==> config.mk <==
export PLATFORM = sky130hd
export DESIGN_NAME = dmem_arbiter_flat
export DESIGN_NICKNAME = d
export VERILOG_FILES = /design/src/rtl/dmem_arb_pkg.sv /design/src/rtl/dmem_arbiter_if.sv /design/src/rtl/dmem_arbiter.sv /design/src/flat_wrapper.sv
export SDC_FILE = /design/constraint.sdc
export NUM_CORES = 1
export LEC_CHECK = 0
export ABC_AREA = 1
export BUFFER_PORTS_ARGS = -buffer_cell sky130_fd_sc_hd__buf_2
export CAP_MARGIN = 10
export CORE_AREA = 2 2 115 117
export DETAILED_ROUTE_END_ITERATION = 6
export DIE_AREA = 0 0 117 119
export HOLD_SLACK_MARGIN = 0.12
export PLACE_DENSITY = 0.57
export SLEW_MARGIN = 10
export SYNTH_ARGS = -nofsm -noshare
export SYNTH_HDL_FRONTEND = slang
export SYNTH_SLANG_ARGS = --single-unit
==> constraint.sdc <==
create_clock -name clk -period 1.7 [get_ports clk]
set_clock_uncertainty 0.2 [all_clocks]
set_input_delay 0.255 -clock clk [delete_from_list [all_inputs] [get_ports clk]]
set_output_delay 0.255 -clock clk [all_outputs]
set_load 0.02 [all_outputs]
==> src/rtl/dmem_arb_pkg.sv <==
// Shared types and default bus widths for the data-memory arbiter.
package dmem_arb_pkg;

  localparam int unsigned ADDR_W = 32;
  localparam int unsigned DATA_W = 32;

  typedef enum logic {
    OWN_CPU = 1'b0,
    OWN_LD  = 1'b1
  } owner_t;

endpackage

==> src/rtl/dmem_arbiter_if.sv <==
// CPU, loader and data-memory signals of the arbiter, grouped as one bundle.
interface dmem_arbiter_if
  import dmem_arb_pkg::*;
#(
  parameter int unsigned ADDR_W = dmem_arb_pkg::ADDR_W,
  parameter int unsigned DATA_W = dmem_arb_pkg::DATA_W
);

  logic              cpu_read;
  logic              cpu_write;
  logic [ADDR_W-1:0] cpu_addr;
  logic [DATA_W-1:0] cpu_wdata;
  logic [DATA_W-1:0] cpu_rdata;
  logic              cpu_stall;

  logic              ld_req;
  logic              ld_we;
  logic [ADDR_W-1:0] ld_addr;
  logic [DATA_W-1:0] ld_wdata;
  logic [DATA_W-1:0] ld_rdata;
  logic              ld_ack;

  logic              mem_read;
  logic              mem_write;
  logic [ADDR_W-1:0] mem_addr;
  logic [DATA_W-1:0] mem_wdata;
  logic [DATA_W-1:0] mem_rdata;

  // Arbiter side
  modport slave (
    input  cpu_read, cpu_write, cpu_addr, cpu_wdata,
    output cpu_rdata, cpu_stall,
    input  ld_req, ld_we, ld_addr, ld_wdata,
    output ld_rdata, ld_ack,
    output mem_read, mem_write, mem_addr, mem_wdata,
    input  mem_rdata
  );

  // Requesters and memory side
  modport master (
    output cpu_read, cpu_write, cpu_addr, cpu_wdata,
    input  cpu_rdata, cpu_stall,
    output ld_req, ld_we, ld_addr, ld_wdata,
    input  ld_rdata, ld_ack,
    input  mem_read, mem_write, mem_addr, mem_wdata,
    output mem_rdata
  );

endinterface

==> src/rtl/dmem_arbiter.sv <==
// Shares the single-port data memory between the MEM stage and the loader,
// with registered ownership, bounded loader bursts and a loader anti-starvation wait.
module dmem_arbiter
  import dmem_arb_pkg::*;
#(
  parameter int unsigned ADDR_W      = dmem_arb_pkg::ADDR_W,
  parameter int unsigned DATA_W      = dmem_arb_pkg::DATA_W,
  parameter int unsigned MAX_BURST   = 8,
  parameter int unsigned LD_WAIT_MAX = 16
) (
  input logic           clk,
  input logic           rst,
  dmem_arbiter_if.slave bus
);

  localparam int unsigned WW = $clog2(LD_WAIT_MAX + 1);
  localparam int unsigned BW = $clog2(MAX_BURST + 1);

  localparam logic [WW-1:0] WAIT_SAT  = WW'(LD_WAIT_MAX);
  localparam logic [BW-1:0] BURST_SAT = BW'(MAX_BURST);

  owner_t state_q, state_d;
  logic [WW-1:0] wait_cnt_q, wait_cnt_d;
  logic [BW-1:0] burst_cnt_q, burst_cnt_d;

  logic              cpu_req;
  logic              wait_sat;
  logic              burst_done;
  logic              mem_read;
  logic              mem_write;
  logic              cpu_stall;
  logic              ld_ack;
  logic [ADDR_W-1:0] addr_mux;
  logic [DATA_W-1:0] wdata_mux;

  assign cpu_req    = bus.cpu_read | bus.cpu_write;
  assign wait_sat   = (wait_cnt_q == WAIT_SAT);
  // The beat in flight counts toward the bound, hence burst_cnt+1.
  assign burst_done = (({1'b0, burst_cnt_q} + 1'b1) >= {1'b0, BURST_SAT});

  always_ff @(posedge clk or posedge rst) begin
    if (rst) begin
      state_q     <= OWN_CPU;
      wait_cnt_q  <= '0;
      burst_cnt_q <= '0;
    end else begin
      state_q     <= state_d;
      wait_cnt_q  <= wait_cnt_d;
      burst_cnt_q <= burst_cnt_d;
    end
  end

  always_comb begin
    state_d = state_q;
    unique case (state_q)
      OWN_CPU: if (bus.ld_req && (!cpu_req || wait_sat))     state_d = OWN_LD;
      OWN_LD:  if (!bus.ld_req || (cpu_req && burst_done))   state_d = OWN_CPU;
      default: state_d = OWN_CPU;
    endcase
  end

  // Both counters restart from zero on any ownership change.
  always_comb begin
    wait_cnt_d  = '0;
    burst_cnt_d = '0;
    if (state_d == state_q) begin
      if (state_q == OWN_CPU) begin
        if (bus.ld_req) wait_cnt_d = wait_sat ? wait_cnt_q : wait_cnt_q + 1'b1;
      end else if (bus.ld_req) begin
        burst_cnt_d = (burst_cnt_q == BURST_SAT) ? burst_cnt_q : burst_cnt_q + 1'b1;
      end
    end
  end

  always_comb begin
    mem_read  = 1'b0;
    mem_write = 1'b0;
    addr_mux  = bus.cpu_addr;
    wdata_mux = bus.cpu_wdata;
    cpu_stall = 1'b0;
    ld_ack    = 1'b0;
    unique case (state_q)
      OWN_CPU: begin
        mem_read  = bus.cpu_read;
        mem_write = bus.cpu_write;
      end
      OWN_LD: begin
        mem_read  = bus.ld_req & ~bus.ld_we;
        mem_write = bus.ld_req &  bus.ld_we;
        addr_mux  = bus.ld_addr;
        wdata_mux = bus.ld_wdata;
        ld_ack    = bus.ld_req;
        cpu_stall = cpu_req;
      end
      default: ;
    endcase
    // Reset masks strobes immediately so an in-flight beat never commits.
    if (rst) begin
      mem_read  = 1'b0;
      mem_write = 1'b0;
      cpu_stall = 1'b0;
      ld_ack    = 1'b0;
    end
  end

  assign bus.mem_read  = mem_read;
  assign bus.mem_write = mem_write;
  assign bus.mem_addr  = addr_mux;
  assign bus.mem_wdata = wdata_mux;
  assign bus.cpu_stall = cpu_stall;
  assign bus.ld_ack    = ld_ack;
  assign bus.cpu_rdata = bus.mem_rdata;
  assign bus.ld_rdata  = bus.mem_rdata;

endmodule

==> src/flat_wrapper.sv <==
// flat-port wrapper written by rule: the top's interface ports become plain ports
module dmem_arbiter_flat import dmem_arb_pkg::*;
#(
  parameter int unsigned ADDR_W      = dmem_arb_pkg::ADDR_W,
  parameter int unsigned DATA_W      = dmem_arb_pkg::DATA_W,
  parameter int unsigned MAX_BURST   = 8,
  parameter int unsigned LD_WAIT_MAX = 16
)
  (clk, rst, bus_cpu_read, bus_cpu_write, bus_cpu_addr, bus_cpu_wdata, bus_cpu_rdata, bus_cpu_stall, bus_ld_req, bus_ld_we, bus_ld_addr, bus_ld_wdata, bus_ld_rdata, bus_ld_ack, bus_mem_read, bus_mem_write, bus_mem_addr, bus_mem_wdata, bus_mem_rdata);
  dmem_arbiter_if #(.ADDR_W(ADDR_W), .DATA_W(DATA_W)) bus_i ();
  input logic clk;
  input logic rst;
  input wire logic [$bits(bus_i.cpu_read)-1:0] bus_cpu_read;
  input wire logic [$bits(bus_i.cpu_write)-1:0] bus_cpu_write;
  input wire logic [$bits(bus_i.cpu_addr)-1:0] bus_cpu_addr;
  input wire logic [$bits(bus_i.cpu_wdata)-1:0] bus_cpu_wdata;
  output wire logic [$bits(bus_i.cpu_rdata)-1:0] bus_cpu_rdata;
  output wire logic [$bits(bus_i.cpu_stall)-1:0] bus_cpu_stall;
  input wire logic [$bits(bus_i.ld_req)-1:0] bus_ld_req;
  input wire logic [$bits(bus_i.ld_we)-1:0] bus_ld_we;
  input wire logic [$bits(bus_i.ld_addr)-1:0] bus_ld_addr;
  input wire logic [$bits(bus_i.ld_wdata)-1:0] bus_ld_wdata;
  output wire logic [$bits(bus_i.ld_rdata)-1:0] bus_ld_rdata;
  output wire logic [$bits(bus_i.ld_ack)-1:0] bus_ld_ack;
  output wire logic [$bits(bus_i.mem_read)-1:0] bus_mem_read;
  output wire logic [$bits(bus_i.mem_write)-1:0] bus_mem_write;
  output wire logic [$bits(bus_i.mem_addr)-1:0] bus_mem_addr;
  output wire logic [$bits(bus_i.mem_wdata)-1:0] bus_mem_wdata;
  input wire logic [$bits(bus_i.mem_rdata)-1:0] bus_mem_rdata;
  assign bus_i.cpu_read = bus_cpu_read;
  assign bus_i.cpu_write = bus_cpu_write;
  assign bus_i.cpu_addr = bus_cpu_addr;
  assign bus_i.cpu_wdata = bus_cpu_wdata;
  assign bus_cpu_rdata = bus_i.cpu_rdata;
  assign bus_cpu_stall = bus_i.cpu_stall;
  assign bus_i.ld_req = bus_ld_req;
  assign bus_i.ld_we = bus_ld_we;
  assign bus_i.ld_addr = bus_ld_addr;
  assign bus_i.ld_wdata = bus_ld_wdata;
  assign bus_ld_rdata = bus_i.ld_rdata;
  assign bus_ld_ack = bus_i.ld_ack;
  assign bus_mem_read = bus_i.mem_read;
  assign bus_mem_write = bus_i.mem_write;
  assign bus_mem_addr = bus_i.mem_addr;
  assign bus_mem_wdata = bus_i.mem_wdata;
  assign bus_i.mem_rdata = bus_mem_rdata;
  dmem_arbiter #(.ADDR_W(ADDR_W), .DATA_W(DATA_W), .MAX_BURST(MAX_BURST), .LD_WAIT_MAX(LD_WAIT_MAX)) u_core (.clk(clk), .rst(rst), .bus(bus_i));
endmodule
# Word-level counts from Yosys, hierarchy flattened
# Index checks and enable logic that the tools add are counted.
[classes]
addsub = 3
n_mul = 0
div_mod_pow = 0
order_cmp = 1
eq_ne = 5
n_shift = 0
muxes = 21
bitwise = 5
n_reduce_logical = 6
[ops]
columns = ["op", "n"]
rows = [
  ["2-to-1 mux 32 bit", 2],
  ["2-to-1 mux 5 bit", 4],
  ["2-to-1 mux 4 bit", 4],
  ["2-to-1 mux 1 bit", 8],
  ["one-hot mux 1 bit (2 select lines)", 3],
  ["adder 4 x 1 -> 5 bit (second input constant)", 1],
  ["adder 5 x 1 -> 5 bit (second input constant)", 1],
  ["equality test 5 bit (second input constant)", 1],
  [">= comparator 5 x 4 -> 1 bit (second input constant)", 1],
  ["adder 4 x 1 -> 4 bit (second input constant)", 1],
  ["equality test 4 bit (second input constant)", 1],
  ["inequality test 4 x 3 -> 1 bit (second input constant)", 1],
  ["inequality test 4 bit (second input constant)", 1],
  ["AND 1 bit", 2],
  ["logical AND 1 bit", 2],
  ["logical NOT 1 bit", 2],
  ["logical OR 1 bit", 2],
  ["inverter 1 bit", 2],
  ["equality test 1 bit", 1],
  ["bitwise OR 1 bit", 1],
]
[totals]
register_bits = 10
latch_bits = 0
ramBits = 0
mem_bits_ro = 0
in_bits = 166
output_inout_bits = 132
wordCells = 44
n_memories = 0

# Depth between registers and ports, before layout
[depth]
depth_word = 8
mapped_depth = 9
depth_no_buf = 9

# Worst setup path after synthesis
# No wires, ideal clock.
[synth_path]
path_kind = "register to output"
start = "register u_core.state_q"
end = "output port bus_mem_write"
arrival_ns = 1.095
required_ns = 1.245
setup_slack_ns = 0.150
path_stages_with_launch = 4
path_buffers = 0
path_cell_list = "dfrtp_1 > nand2_1 > nor2_1 > a32o_1"
[synth_between]
elab_chain_cells = 3
[synth_rtl]
columns = ["element", "line", "rtl"]
rows = [
  ["start, declared", "dmem_arbiter.sv:22", "owner_t state_q, state_d;"],
  ["start signal, assigned", "dmem_arbiter.sv:47", "state_q <= state_d;"],
  ["inverter 1 bit", "n/a", ""],
  ["one-hot mux 1 bit (2 select lines) *", "dmem_arbiter.sv:82", "unique case (state_q)"],
  ["2-to-1 mux 1 bit *", "dmem_arbiter.sv:98", "if (rst) begin"],
  ["end, declared", "flat_wrapper.sv:26", "output wire logic [$bits(bus_i.mem_write)-1:0] bus_mem_write;"],
]
# Mark *: on every way between the ends. The rest lies on a longest branch, timed or not.

# Final worst setup path
[layout_path]
start = "register u_core.state_q"
end = "output port bus_mem_addr[11]"
[layout_between]
elab_chain_cells = 1
[layout_rtl]
columns = ["element", "line", "rtl"]
rows = [
  ["2-to-1 mux 32 bit", "dmem_arbiter.sv:82", ""],
  ["end, declared", "flat_wrapper.sv:27", "output wire logic [$bits(bus_i.mem_addr)-1:0] bus_mem_addr;"],
]
# Every way passes these cells.

==> out/metrics.cfg <==
[run_status]
status = finished with violations
violations = setup timing

[clock_tree]
h-tree-depth = 1
clk_latency_ns = 0.24
cts.clk_slew.worst_paths_ns = 0.04
clock_sinks = 10
cts_tree = built
clockBufferDepth = 2
cts_root_buf = clkbuf_16
numCtsBuffers = 3

[synthesis]
synth_top_family_by_area = simple AND/OR/NAND/NOR gates
syn_area_um2 = 1870
synthDistinctLibCells = 22
yosysTopAreaCell = nand2_1
synth_fa_ha_area_frac = 0.0267
ys_async_sr_fraction = 1.00
synth_nets = 515
synth_mux_area_frac = 0
synthCells = 345
ys_ff_latch = 10
synth_compound_area_frac = 0.0240
synth_edf_count = 0
yosysWarnings = 0
synth-xor-area-share = 0.0187
post-synth-top-count-cell = nand2_1
ys_seq_area_frac = 0.134
yosys-top-cells-count = 201 x nand2_1, 64 x buf_4, 11 x nor2_1
syn_area_per_cell_um2 = 5.43
synth_top_area_frac = 0.403
synth_ff_type = dfrtp_1
synthSimpleGateAreaFrac = 0.480
ys_top_cells_by_area = nand2_1 40%, buf_4 26%, dfrtp_1 13%

[floorplan]
core.rowCount = 42
start_util = 0.145
core_area_um2 = 12900
dieHeight_um = 119
die-area_um2 = 13900
pin_count = 298
die_width_um = 117

[pwr]
p_per_area_nw_per_um2 = 583
power_switching_uw = 683
p_comb_frac = 0.563
ir_drop_mv = 0.262
p_int_uw = 991
switching_share = 0.408
p_clk_frac = 0.281
leakage_nw = 1.79
pwr-share-seq = 0.156

[global_routing]
antenna_found_initial = 0
overflow = 0
grt_pass1_vias = 2029
grt_usage = 0.0910
grt_pass1_wl_mm = 9.98
grt_max_degree = 38

[route]
routed_wl_mm = 7.49
drcViolationCount = 0
via_per_inst = 3.69
avgRoutedWirePerCell_um = 11.4
drtIter0Drc = 49
ant_nets = 0
drt_first_pass_iters = 4
vias = 2425

[cells_and_area]
fillers = 1487
diodes = 0
area_growth_pct = 53.2
drive_above_1_share = 0.469
multi_input_area_um2 = 1040
final_nets = 653
regArea_um2 = 251

[timing]
holdWs_ns = 0.149
slew_headroom = 0.811
finalSetupViolCount = 67
rsz0062_at_grt = yes
drv_slew = 0
finalCritPeriodShare = 1.04
timing.fmax_ghz = 0.563
tightest_slew_ns = 0.283
finalHoldViolations = 0
worst_slack_ns = -0.0753
finalSetupTns_ns = -1.74
min_period_ns = 1.78

[setup_path]
cp_slowest_cell = dfrtp_2
cp_top_family = buffers and inverters
arrival_ns = 1.32
crit_path_frequent_cell = nand2_1
reg2reg_to = u_core.wait_cnt_q[1]
endpoint_kind = output port
cp.buffers_inverters = 3
path_class = reg2out
reg2reg_setup_slack_ns = 0.25
rr_startpoint = u_core.state_q
worstPathCellList = inv_6 -> buf_12 -> nand2_1 -> nand2_1 -> buf_2
cp-start-kind = flop
r2r_cells = 5
required_ns = 1.24
cp_max_fo = 17
cpPeakStageDelay_ns = 0.45

[hold_path]
min_path_type = in2reg
worstHoldEndpoint = u_core.state_q
hold_depth = 3
worstHoldStart = bus_ld_req

[placement]
port_buffers = 201
place_congestion = 0.757
place_hpwl_mm = 5.84

[run]
max-cap-violations = 0

## flip-flops by register name, indices dropped and copies added, names as in the netlist
| name | count |
|---|---|
| u_core.state_q | 1 |
| u_core.wait_cnt_q | 5 |
| u_core.burst_cnt_q | 4 |
## layer usage
layer	vias to the layer above	global-route usage	part of all wire
met5	-	0	0
met4	0	0.0316	0.016
met3	17	0.0280	0.094
met2	156	0.160	0.49
met1	1003	0.103	0.40
li1	1249	-	-
## tightest hold or removal path, cell delays in order
cell and delay [ns]:
buf_2 0.12, nand2_1 0.10, o21ai_0 0.07
## per-stage QoR
stage / cells / total power, mW / utilization / setup slack, ns / area, µm²
after floorplan: 345 / 0.960 / - / 0.150 / 1870
after global placement: 649 / 1.13 / 0.203 / 0.158 / 2620
after detailed placement: 649 / 1.13 / 0.203 / 0.149 / 2620
after CTS: 655 / 1.65 / 0.217 / -0.0924 / 2790
after global routing: 658 / 1.79 / 0.223 / -0.128 / 2870
final: 658 / 1.67 / 0.223 / -0.0753 / 2870
## power groups by stage
stage                     combinational, mW  sequential (mW)  clock (mW)
after CTS                             0.912            0.258       0.480
final                                 0.942            0.261       0.471
after floorplan                       0.702            0.258           0
after detailed placement              0.869            0.261           0
after global routing                   1.03            0.262       0.493
after global placement                0.870            0.260           0
## cells in the final DEF, fill, tap and decap left out, drive strengths merged
cell type	Yosys	final
a32o	1	1
xnor2	1	1
clkbuf	7	6
buf	71	207
ha	4	4
nand3	8	8
inv	12	12
dfrtp	10	10
nor2	13	13
a21oi	3	3
nand4	2	2
xor2	3	3
o21ai	4	4
nand2	204	204
nor3	2	2
dlygate4sd3	0	2
## area by class of cell
| cell class | count | area share |
|---|---|---|
| clock buffer | 4 | 0.0310 |
| inverter | 12 | 0.0174 |
| multi-input combinational | 245 | 0.361 |
| sequential | 10 | 0.0876 |
| tap | 176 | 0.0767 |
| timing repair buffer | 211 | 0.426 |
## kinds of logic (layout without fill, tap and decap cells)
family,after synthesis,count (layout)
AND/OR/NAND/NOR,229,229
flip-flops,10,10
AO/OA/AOI/OAI,8,8
buffers and inverters,90,227
adder cells (fa/ha/maj),4,4
XOR/XNOR,4,4
## how the worst max path moves through the flow
stage | slack [ns] | cells past startpoint | to | from
after floorplan | 0.15 | 3 | bus_mem_write | u_core.state_q
after CTS | -0.09 | 5 | bus_mem_wdata[17] | u_core.state_q
after global placement | 0.16 | 4 | bus_mem_wdata[18] | u_core.state_q
after global routing | -0.13 | 5 | bus_mem_addr[13] | u_core.state_q
final | -0.08 | 5 | bus_mem_addr[11] | u_core.state_q
after detailed placement | 0.15 | 4 | bus_mem_wdata[13] | u_core.state_q
## repair_timing
item	in CTS	in global routing
setup endpoints to repair	66	67
gates cloned	0	2
hold endpoints to repair	11	0
setup buffers	0	1
gates resized for setup	25	8
hold buffers	2	0
Note: power is estimated with default switching activity, not from simulation.
